<file path="src/rtl/flash_boot_copier_pkg.sv">
// Shared definitions for the flash-to-memory boot copy engine.
package flash_boot_copier_pkg;

    typedef enum logic [1:0] {
        ST_IDLE   = 2'h0,
        ST_GATHER = 2'h1,
        ST_WRITE  = 2'h2,
        ST_DONE   = 2'h3
    } state_t;

    localparam logic C_RW_WRITE = 1'b1;

endpackage

</file>
<file path="src/rtl/flash_byte_packer.sv">
// Byte slot register file that assembles flash bytes into one memory word,
// placing slot 0 at the MSB (big-endian) or LSB (little-endian).
module flash_byte_packer #(
    parameter int P_WORD_BYTES = 4,
    localparam int L_IDX_N = (P_WORD_BYTES > 1) ? $clog2(P_WORD_BYTES) : 1
) (
    input  logic                      i_clk,
    input  logic                      i_rst_n,
    input  logic                      i_wr,
    input  logic [L_IDX_N-1:0]        i_idx,
    input  logic [7:0]                i_data,
    input  logic                      i_little,
    output logic [8*P_WORD_BYTES-1:0] o_word
);

    logic [7:0] r_slot [P_WORD_BYTES];

    always_ff @(posedge i_clk or negedge i_rst_n) begin
        if (!i_rst_n) begin
            for (int k = 0; k < P_WORD_BYTES; k++) r_slot[k] <= '0;
        end else if (i_wr) begin
            r_slot[i_idx] <= i_data;
        end
    end

    always_comb begin
        o_word = '0;
        for (int k = 0; k < P_WORD_BYTES; k++) begin
            if (i_little) o_word[8*k +: 8] = r_slot[k];
            else          o_word[8*(P_WORD_BYTES-1-k) +: 8] = r_slot[k];
        end
    end

endmodule

</file>
<file path="src/rtl/flash_boot_copier.sv">
// Copies a run-time selected flash byte range into memory words: the request
// side streams read addresses while the FSM gathers bytes and writes words.
module flash_boot_copier
    import flash_boot_copier_pkg::*;
#(
    parameter int P_FADDR_N    = 23,
    parameter int P_MADDR_N    = 25,
    parameter int P_WORD_BYTES = 4,
    parameter int P_LEN_N      = 22
) (
    input  logic                      iCLOCK,
    input  logic                      inRESET,
    input  logic                      iSTART,
    input  logic [P_FADDR_N-1:0]      iSRC_ADDR,
    input  logic [P_MADDR_N-1:0]      iDST_ADDR,
    input  logic [P_LEN_N-1:0]        iWORDS,
    input  logic                      iLITTLE,
    output logic                      oBUSY,
    output logic                      oDONE,
    output logic [31:0]               oCHECKSUM,
    output logic                      oDEBUG_VALID,
    output logic                      oRQ_REQ,
    input  logic                      iRQ_BUSY,
    output logic [P_FADDR_N-1:0]      oRQ_ADDR,
    output logic                      oRD_REQ,
    input  logic                      iRD_EMPTY,
    input  logic [7:0]                iRD_DATA,
    output logic                      oMEMIF_REQ_VALID,
    output logic [P_WORD_BYTES-1:0]   oMEMIF_REQ_DQM,
    output logic                      oMEMIF_REQ_RW,
    output logic [P_MADDR_N-1:0]      oMEMIF_REQ_ADDR,
    output logic [8*P_WORD_BYTES-1:0] oMEMIF_REQ_DATA,
    input  logic                      iMEMIF_REQ_LOCK
);

    localparam int L_W       = 8 * P_WORD_BYTES;
    localparam int L_SHIFT   = $clog2(P_WORD_BYTES);
    localparam int L_IDX_N   = (P_WORD_BYTES > 1) ? $clog2(P_WORD_BYTES) : 1;
    localparam int L_BYTES_N = P_LEN_N + L_SHIFT;
    localparam logic [L_IDX_N-1:0]   L_LAST_IDX = L_IDX_N'(P_WORD_BYTES - 1);
    localparam logic [L_IDX_N-1:0]   L_IDX_ONE  = L_IDX_N'(1);
    localparam logic [P_LEN_N-1:0]   L_LEN_ONE  = P_LEN_N'(1);
    localparam logic [L_BYTES_N-1:0] L_BYTE_ONE = L_BYTES_N'(1);

    state_t                 r_state;
    state_t                 w_state_nx;
    logic [P_FADDR_N-1:0]   r_src;
    logic [P_MADDR_N-1:0]   r_dst;
    logic [P_LEN_N-1:0]     r_words;
    logic [P_LEN_N-1:0]     r_word_cnt;
    logic [L_BYTES_N-1:0]   r_req_total;
    logic [L_BYTES_N-1:0]   r_req_cnt;
    logic [L_IDX_N-1:0]     r_byte_idx;
    logic                   r_little;
    logic [31:0]            r_checksum;

    logic                   w_busy;
    logic                   w_start;
    logic                   w_pop;
    logic                   w_rq_fire;
    logic                   w_wr_fire;
    logic                   w_last_byte;
    logic                   w_last_word;
    logic [L_W-1:0]         w_word;

    assign w_busy      = (r_state == ST_GATHER) || (r_state == ST_WRITE);
    assign w_start     = (r_state == ST_IDLE) && iSTART;
    assign w_pop       = (r_state == ST_GATHER) && !iRD_EMPTY;
    assign w_last_byte = (r_byte_idx == L_LAST_IDX);
    assign w_wr_fire   = (r_state == ST_WRITE) && !iMEMIF_REQ_LOCK;
    assign w_rq_fire   = oRQ_REQ && !iRQ_BUSY;
    assign w_last_word = ((r_word_cnt + L_LEN_ONE) == r_words);

    flash_byte_packer #(.P_WORD_BYTES(P_WORD_BYTES)) u_packer (
        .i_clk    (iCLOCK),
        .i_rst_n  (inRESET),
        .i_wr     (w_pop),
        .i_idx    (r_byte_idx),
        .i_data   (iRD_DATA),
        .i_little (r_little),
        .o_word   (w_word)
    );

    always_ff @(posedge iCLOCK or negedge inRESET) begin
        if (!inRESET) r_state <= ST_IDLE;
        else          r_state <= w_state_nx;
    end

    always_comb begin
        w_state_nx = r_state;
        case (r_state)
            ST_IDLE:   if (iSTART) w_state_nx = (iWORDS == '0) ? ST_DONE : ST_GATHER;
            ST_GATHER: if (w_pop && w_last_byte) w_state_nx = ST_WRITE;
            ST_WRITE:  if (w_wr_fire) w_state_nx = w_last_word ? ST_DONE : ST_GATHER;
            ST_DONE:   w_state_nx = ST_IDLE;
            default:   w_state_nx = ST_IDLE;
        endcase
    end

    always_ff @(posedge iCLOCK or negedge inRESET) begin
        if (!inRESET) begin
            r_src       <= '0;
            r_dst       <= '0;
            r_words     <= '0;
            r_little    <= 1'b0;
            r_req_total <= '0;
            r_req_cnt   <= '0;
            r_word_cnt  <= '0;
            r_byte_idx  <= '0;
            r_checksum  <= '0;
        end else if (w_start) begin
            r_src       <= iSRC_ADDR;
            r_dst       <= iDST_ADDR;
            r_words     <= iWORDS;
            r_little    <= iLITTLE;
            r_req_total <= L_BYTES_N'(iWORDS) << L_SHIFT;
            r_req_cnt   <= '0;
            r_word_cnt  <= '0;
            r_byte_idx  <= '0;
            r_checksum  <= '0;
        end else begin
            // Requests run ahead of the gather/write sequencing on purpose.
            if (w_rq_fire) r_req_cnt <= r_req_cnt + L_BYTE_ONE;
            if (w_pop)     r_byte_idx <= w_last_byte ? '0 : r_byte_idx + L_IDX_ONE;
            if (w_wr_fire) begin
                r_checksum <= r_checksum + 32'(w_word);
                r_word_cnt <= r_word_cnt + L_LEN_ONE;
            end
        end
    end

    assign oBUSY            = w_busy;
    assign oDEBUG_VALID     = w_busy;
    assign oDONE            = (r_state == ST_DONE);
    assign oCHECKSUM        = r_checksum;
    assign oRQ_REQ          = w_busy && (r_req_cnt < r_req_total);
    assign oRQ_ADDR         = r_src + P_FADDR_N'(r_req_cnt);
    assign oRD_REQ          = w_pop;
    assign oMEMIF_REQ_VALID = w_wr_fire;
    assign oMEMIF_REQ_DQM   = '0;
    assign oMEMIF_REQ_RW    = C_RW_WRITE;
    assign oMEMIF_REQ_ADDR  = r_dst + P_MADDR_N'(r_word_cnt);
    assign oMEMIF_REQ_DATA  = w_word;

endmodule

</file>
<file path="config.mk">
export PLATFORM = sky130hd
export DESIGN_NAME = flash_boot_copier
export DESIGN_NICKNAME = d
export VERILOG_FILES = /design/src/rtl/flash_boot_copier_pkg.sv /design/src/rtl/flash_byte_packer.sv /design/src/rtl/flash_boot_copier.sv
export SDC_FILE = /design/constraint.sdc
export NUM_CORES = 1
export LEC_CHECK = 0
export CORE_MARGIN = 3
export CORE_UTILIZATION = 45
export CTS_BUF_LIST = sky130_fd_sc_hd__clkbuf_8
export DETAILED_ROUTE_END_ITERATION = 7
export PLACE_DENSITY = 0.79
export SYNTH_ARGS = -nofsm -noshare
export SYNTH_HDL_FRONTEND = slang
export SYNTH_SLANG_ARGS = --single-unit
</file>
<file path="constraint.sdc">
create_clock -name iCLOCK -period 11.15 [get_ports iCLOCK]
set_input_delay 1.6725 -clock iCLOCK [delete_from_list [all_inputs] [get_ports iCLOCK]]
set_output_delay 1.6725 -clock iCLOCK [all_outputs]
set_load 0.005 [all_outputs]
</file>
-- Word level (Yosys, flattened, before mapping)
Index checks and enable logic that the tools add are counted.
- $add $sub $neg: 6
- $lt $le $gt $ge: 3
- reductions and logical operators: 17
- equality and inequality tests: 8
- muxes and demuxes: 22
- bitwise logic cells: 1
- operators with widths (cell ; number):
    two-way mux 32 bit ; 2
    two-way mux 24 bit ; 2
    two-way mux 22 bit ; 2
    two-way mux 8 bit ; 5
    adder 32 bit ; 1
    bitwise mux 32 bit ; 1
    adder 25 x 22 -> 25 bit ; 1
    adder 24 x 1 -> 24 bit (second input constant) ; 1
    less-than comparator 24 bit ; 1
    adder 23 bit ; 1
    adder 22 x 1 -> 22 bit (second input constant) ; 1
    == test 22 bit ; 1
    logical NOT 22 bit ; 1
    demux 8 bit (select 2 bit) ; 1
    two-way mux 2 bit ; 8
    case mux 2 bit (4 select lines) ; 1
    logical AND 1 bit ; 7
    == test 2 bit (second input constant) ; 3
    nonzero test 2 bit ; 3
    != test 2 bit (second input constant) ; 2
    >= comparator 3 bit (second input constant) ; 1
    logical NOT 1 bit ; 3
    less-than comparator 3 x 1 -> 1 bit (second input constant) ; 1
    inverter 2 -> 3 bit ; 1
    other kinds (6) ; 6
- logic and storage cells: 70
- output and inout bits: 123
- input port bits: 85
- register bits after elaboration: 185

-- Longest topological paths before layout
- depth in word-level cells: 6
- depth in mapped cells: 15
- mapped depth without buffers: 13

-- By module
From an unflattened synthesis, not the netlist that was laid out.
- cell total of the unflattened synthesis: 1450
- area, all modules: 12924.9 um2
- by module, submodules not included (module ; instances ; cells each ; area an instance (um2)):
    flash_boot_copier ; 1 ; 1346 ; 11333.4
    flash_byte_packer ; 1 ; 104 ; 1591.5

-- Worst setup path before layout
No wires, ideal clock.
- kind: register to output
- start: register r_word_cnt[0]
- end: output port oMEMIF_REQ_ADDR[20]
- data required time: 9477 ps
- buffers on the path: 0
- data arrival time: 3069 ps
- path slack: 6408 ps
- stages on the path, launching flop included: 12
- cell sequence: dfrtp_1 -> ha_1 -> fa_1 -> a21o_1 -> a21oi_1 -> o21ai_0 -> a211oi_1 -> nor2_1 -> or4b_2 -> a31oi_1 -> o21ai_0 -> xnor2_1
- longest elaborated chain between the ends: 1
- ends and longest elaborated chain (element ; line ; text):
    start: declaration ; flash_boot_copier.sv:50 ; logic [P_LEN_N-1:0] r_word_cnt;
    start signal: assignment ; flash_boot_copier.sv:127 ; r_word_cnt <= r_word_cnt + L_LEN_ONE;
    adder 25 x 22 -> 25 bit ; flash_boot_copier.sv:142 ; assign oMEMIF_REQ_ADDR = r_dst + P_MADDR_N'(r_word_cnt);
    end: declaration ; flash_boot_copier.sv:31 ; output logic [P_MADDR_N-1:0] oMEMIF_REQ_ADDR,
Every way passes these cells.

-- Final worst setup path
Same ends and word-level chain as after synthesis.

==> qor.yml <==
floorplan:
  die_area_um2: 30740
  start_util_pct: 46.06
  die_h_um: 175.3
  design.portCount: 208
  core_area_um2: 28010
  die_x_um: 175.3
  num_rows: 61
setup_path:
  r2r_end: "oCHECKSUM[31]$_DFFE_PN0P_"
  crit_type: "register to output port"
  critPathArrivalTime_ns: 4.58
  worst_r2r_path_depth: 13
  rrSetupSlack_ns: 6.89
  critPathSlowestCell: "or4b_2"
  crit_chain: "ha_1, fa_1, a21o_1, a21oi_1, o21ai_0, a211oi_1, nor2_1, or4b_2, a31oi_1, o21ai_0, xnor2_1, clkdlybuf4s50_1"
  r2r_start: "r_little$_DFFE_PN0P_"
  endpoint_kind: "output port"
  critPathRequiredTime_ns: 9.48
  max_stage_delay_ns: 0.64
  worstSetupStartpointType: "register"
  path_max_fanout: 8
  cpMostUsedCell: "o21ai_0"
global_routing:
  gr-usage-met1_pct: 29.81
  met2_usage_pct: 37.68
  grt_util_met3_pct: 3.588
  antenna_found_initial: 1
  top_usage_layer: "met2"
  grt_pass1_vias: 10970
  overflow: 0
  grt_max_degree: 106
  grt_usage_pct: 22.48
  grt_pass1_wl_mm: 56.27
routing:
  dr.first_iter.drc_count: 879
  via_per_inst: 5.602
  vias: 11390
  drc: 0
  avgRoutedWirePerCell_um: 17.39
  firstDrtPassIters: 5
  antenna_left: 0
  postRouteWirelength_mm: 35.36
placed_design:
  portBuffers: 202
  gp_congestion: 0.9325
  dp_hpwl_mm: 26.34
synth:
  synth-seq-cells: 185
  syn_inst: 1471
  synth_ff_type: "dfrtp_1"
  syn_avg_cell_area_um2: 8.771
  synthArstFlopShare_pct: 100.0
  synth.distinct_cells: 70
  seq_area_frac_synth_pct: 35.88
  synth_edf_count: 0
  synth_area_um2: 12900
  synth_warnings: 0
sta:
  finalCriticalPeriod_ns: 6.255
  tightest_slew_ns: 1.044
  rsz0062_at_grt: "false"
  slew_headroom_pct: 30.37
  drv_slew: 0
  hold_violations: 0
  post-route-period-util_pct: 56.10
  tns_ns: 0
  fmax_mhz: 159.9
  holdWs_ns: 0.4956
  fin_worst_skew_ns: 0.01641
  finalSetupViolations: 0
clocking:
  cts_tree: "done"
  cts_root_buf: "clkbuf_8"
  ctsHoldBuffers: 0
  htreeDepth: 4
  cts.repair.resized: 0
  cts_num_sinks: 185
  ctsLongestPathBuffers: 2
  cts.clk_slew.worst_paths_ns: 0.11
  cts_buffers: 17
  cts_setup_buffers: 0
  clock_latency_ns: 0.48
run:
  maxCapViolations: 0
cells_and_area:
  multiInputGateArea_um2: 7834
  area_growth_pct: 21.48
  fillers: 2513
  drive_above_1_share_pct: 7.134
  finalNetCount: 1837
  ff_latch_area_um2: 4629
power:
  switching_share_pct: 41.67
  switchingPower_mw: 1.632
  p_int_mw: 2.284
  p_comb_share_pct: 58.0
  p_seq_share_pct: 28.3
  clockPowerShare_pct: 13.7
  vdd_drop_max_uv: 167.9
  power_density_nw_per_um2: 249.8
  p_leak_nw: 7.579
status:
  run_status: "complete, no violations"
min_path:
  hp-class: "register to register"
  hold_end: "r_src[21]$_DFFE_PN0P_"
  hold_depth: 2
  hold_start: "r_src[21]$_DFFE_PN0P_"
critical path: cells and delay by family (launching register included):
family,cells,cell delay [ns]
buffers and inverters,1,0.51
AND/OR/NAND/NOR,2,0.76
XOR/XNOR,1,0.15
adder cells (fa/ha/maj),2,0.70
AO/OA/AOI/OAI,6,1.50
flip-flops,1,0.50
worst max path at each step:
stage	startpoint	slack [ns]	end
final	r_word_cnt[0]$_DFFE_PN0P_	4.89	oMEMIF_REQ_ADDR[20]
after global routing	r_word_cnt[0]$_DFFE_PN0P_	4.57	oMEMIF_REQ_ADDR[20]
after CTS	r_word_cnt[0]$_DFFE_PN0P_	4.85	oMEMIF_REQ_ADDR[20]
after detailed placement	r_word_cnt[0]$_DFFE_PN0P_	5.37	oMEMIF_REQ_ADDR[20]
after global placement	r_word_cnt[0]$_DFFE_PN0P_	5.48	oMEMIF_REQ_ADDR[20]
after floorplan	r_word_cnt[0]$_DFFE_PN0P_	6.41	oMEMIF_REQ_ADDR[20]
layer usage:
| layer | vias up | routed length, µm |
|---|---|---|
| li1 | 5522 | - |
| met1 | 5432 | 15510 |
| met2 | 376 | 16900 |
| met3 | 59 | 2031 |
| met4 | 0 | 921 |
| met5 | - | 0 |
registers in the layout (all words and copies together) (netlist names), 22 cells and up:
name             flops
r_req_cnt           24
u_packer.r_slot     32
oCHECKSUM           32
r_word_cnt          22
r_src               23
r_dst               25
r_words             22
stage by stage:
step	area (µm²)	utilization, %	std cells	total power [mW]	setup slack (ns)
2_1_floorplan	12910	-	1474	2.448	6.408
3_3_place_gp	15210	54.29	2000	3.304	5.479
3_5_place_dp	15210	54.29	2000	3.371	5.374
4_1_cts	15670	55.95	2032	3.924	4.848
5_1_grt	15670	55.96	2033	4.212	4.569
6_report	15670	55.96	2033	3.916	4.895
placed cells by master (no fill, tap or decap), types with 5 or more instances in the layout:
| master | instances |
|---|---|
| o21ai_0 | 66 |
| mux2i_1 | 14 |
| a211oi_1 | 20 |
| or2_2 | 5 |
| buf_4 | 7 |
| or3_1 | 8 |
| o21bai_1 | 8 |
| o21a_1 | 5 |
| xnor2_1 | 67 |
| conb_1 | 5 |
| a21o_1 | 61 |
| nand4_1 | 26 |
| and2_1 | 6 |
| and3_1 | 17 |
| or4_1 | 6 |
| inv_1 | 51 |
| nand3_1 | 36 |
| dfrtp_1 | 185 |
| o31ai_1 | 13 |
| nand2b_1 | 24 |
| clkbuf_8 | 20 |
| mux2_2 | 62 |
| clkdlybuf4s50_1 | 201 |
| a41o_1 | 5 |
| ha_1 | 108 |
| xor2_1 | 45 |
| nor4_1 | 13 |
| a31oi_1 | 15 |
| nor2_1 | 86 |
| nand2_1 | 278 |
| a21oi_1 | 102 |
| nor3_1 | 13 |
| and4_1 | 8 |
cells by family after synthesis:
family                   count (synthesis)  share of synthesized area, %
AO/OA/AOI/OAI                          328                         16.18
XOR/XNOR                               112                         7.603
adder cells (fa/ha/maj)                111                         10.94
buffers and inverters                  112                         3.530
flip-flops                             185                         35.88
multiplexers                            76                         6.497
other                                    2                       0.05821
AND/OR/NAND/NOR                        545                         19.32
synthesized netlist by cell type, types with 17 or more instances:
library cell | count | area [µm²]
a21oi_1 | 102 | 510.5
nand4_1 | 26 | 162.7
a21o_1 | 61 | 457.9
clkbuf_1 | 43 | 161.4
xnor2_1 | 67 | 586.8
o21ai_0 | 66 | 330.3
nand2b_1 | 24 | 150.1
nand2_1 | 279 | 1047
inv_1 | 50 | 187.7
and3_1 | 17 | 106.4
ha_1 | 108 | 1351
xor2_1 | 45 | 394.1
nor2_1 | 86 | 322.8
dfrtp_1 | 185 | 4629
nand3_1 | 36 | 180.2
mux2_2 | 62 | 698.2
a211oi_1 | 20 | 150.1
area by class of cell:
| class | count | share of cell area, % |
|---|---|---|
| multi-input combinational | 1177 | 49.98 |
| clock buffer | 19 | 1.668 |
| inverter | 51 | 1.221 |
| clock inverter | 13 | 1.301 |
| sequential | 185 | 29.54 |
| tap | 378 | 3.017 |
| antenna | 1 | 0.01597 |
| timing repair buffer | 209 | 13.26 |
power groups by stage:
| stage | sequential [mW] | clock, mW | combinational [mW] |
|---|---|---|---|
| floorplan | 1.06 | 0 | 1.39 |
| global placement | 1.10 | 0 | 2.20 |
| detailed placement | 1.12 | 0 | 2.25 |
| CTS | 1.11 | 0.546 | 2.27 |
| global route | 1.14 | 0.572 | 2.50 |
| finish | 1.11 | 0.536 | 2.27 |
(Power assumes the default switching activity.)
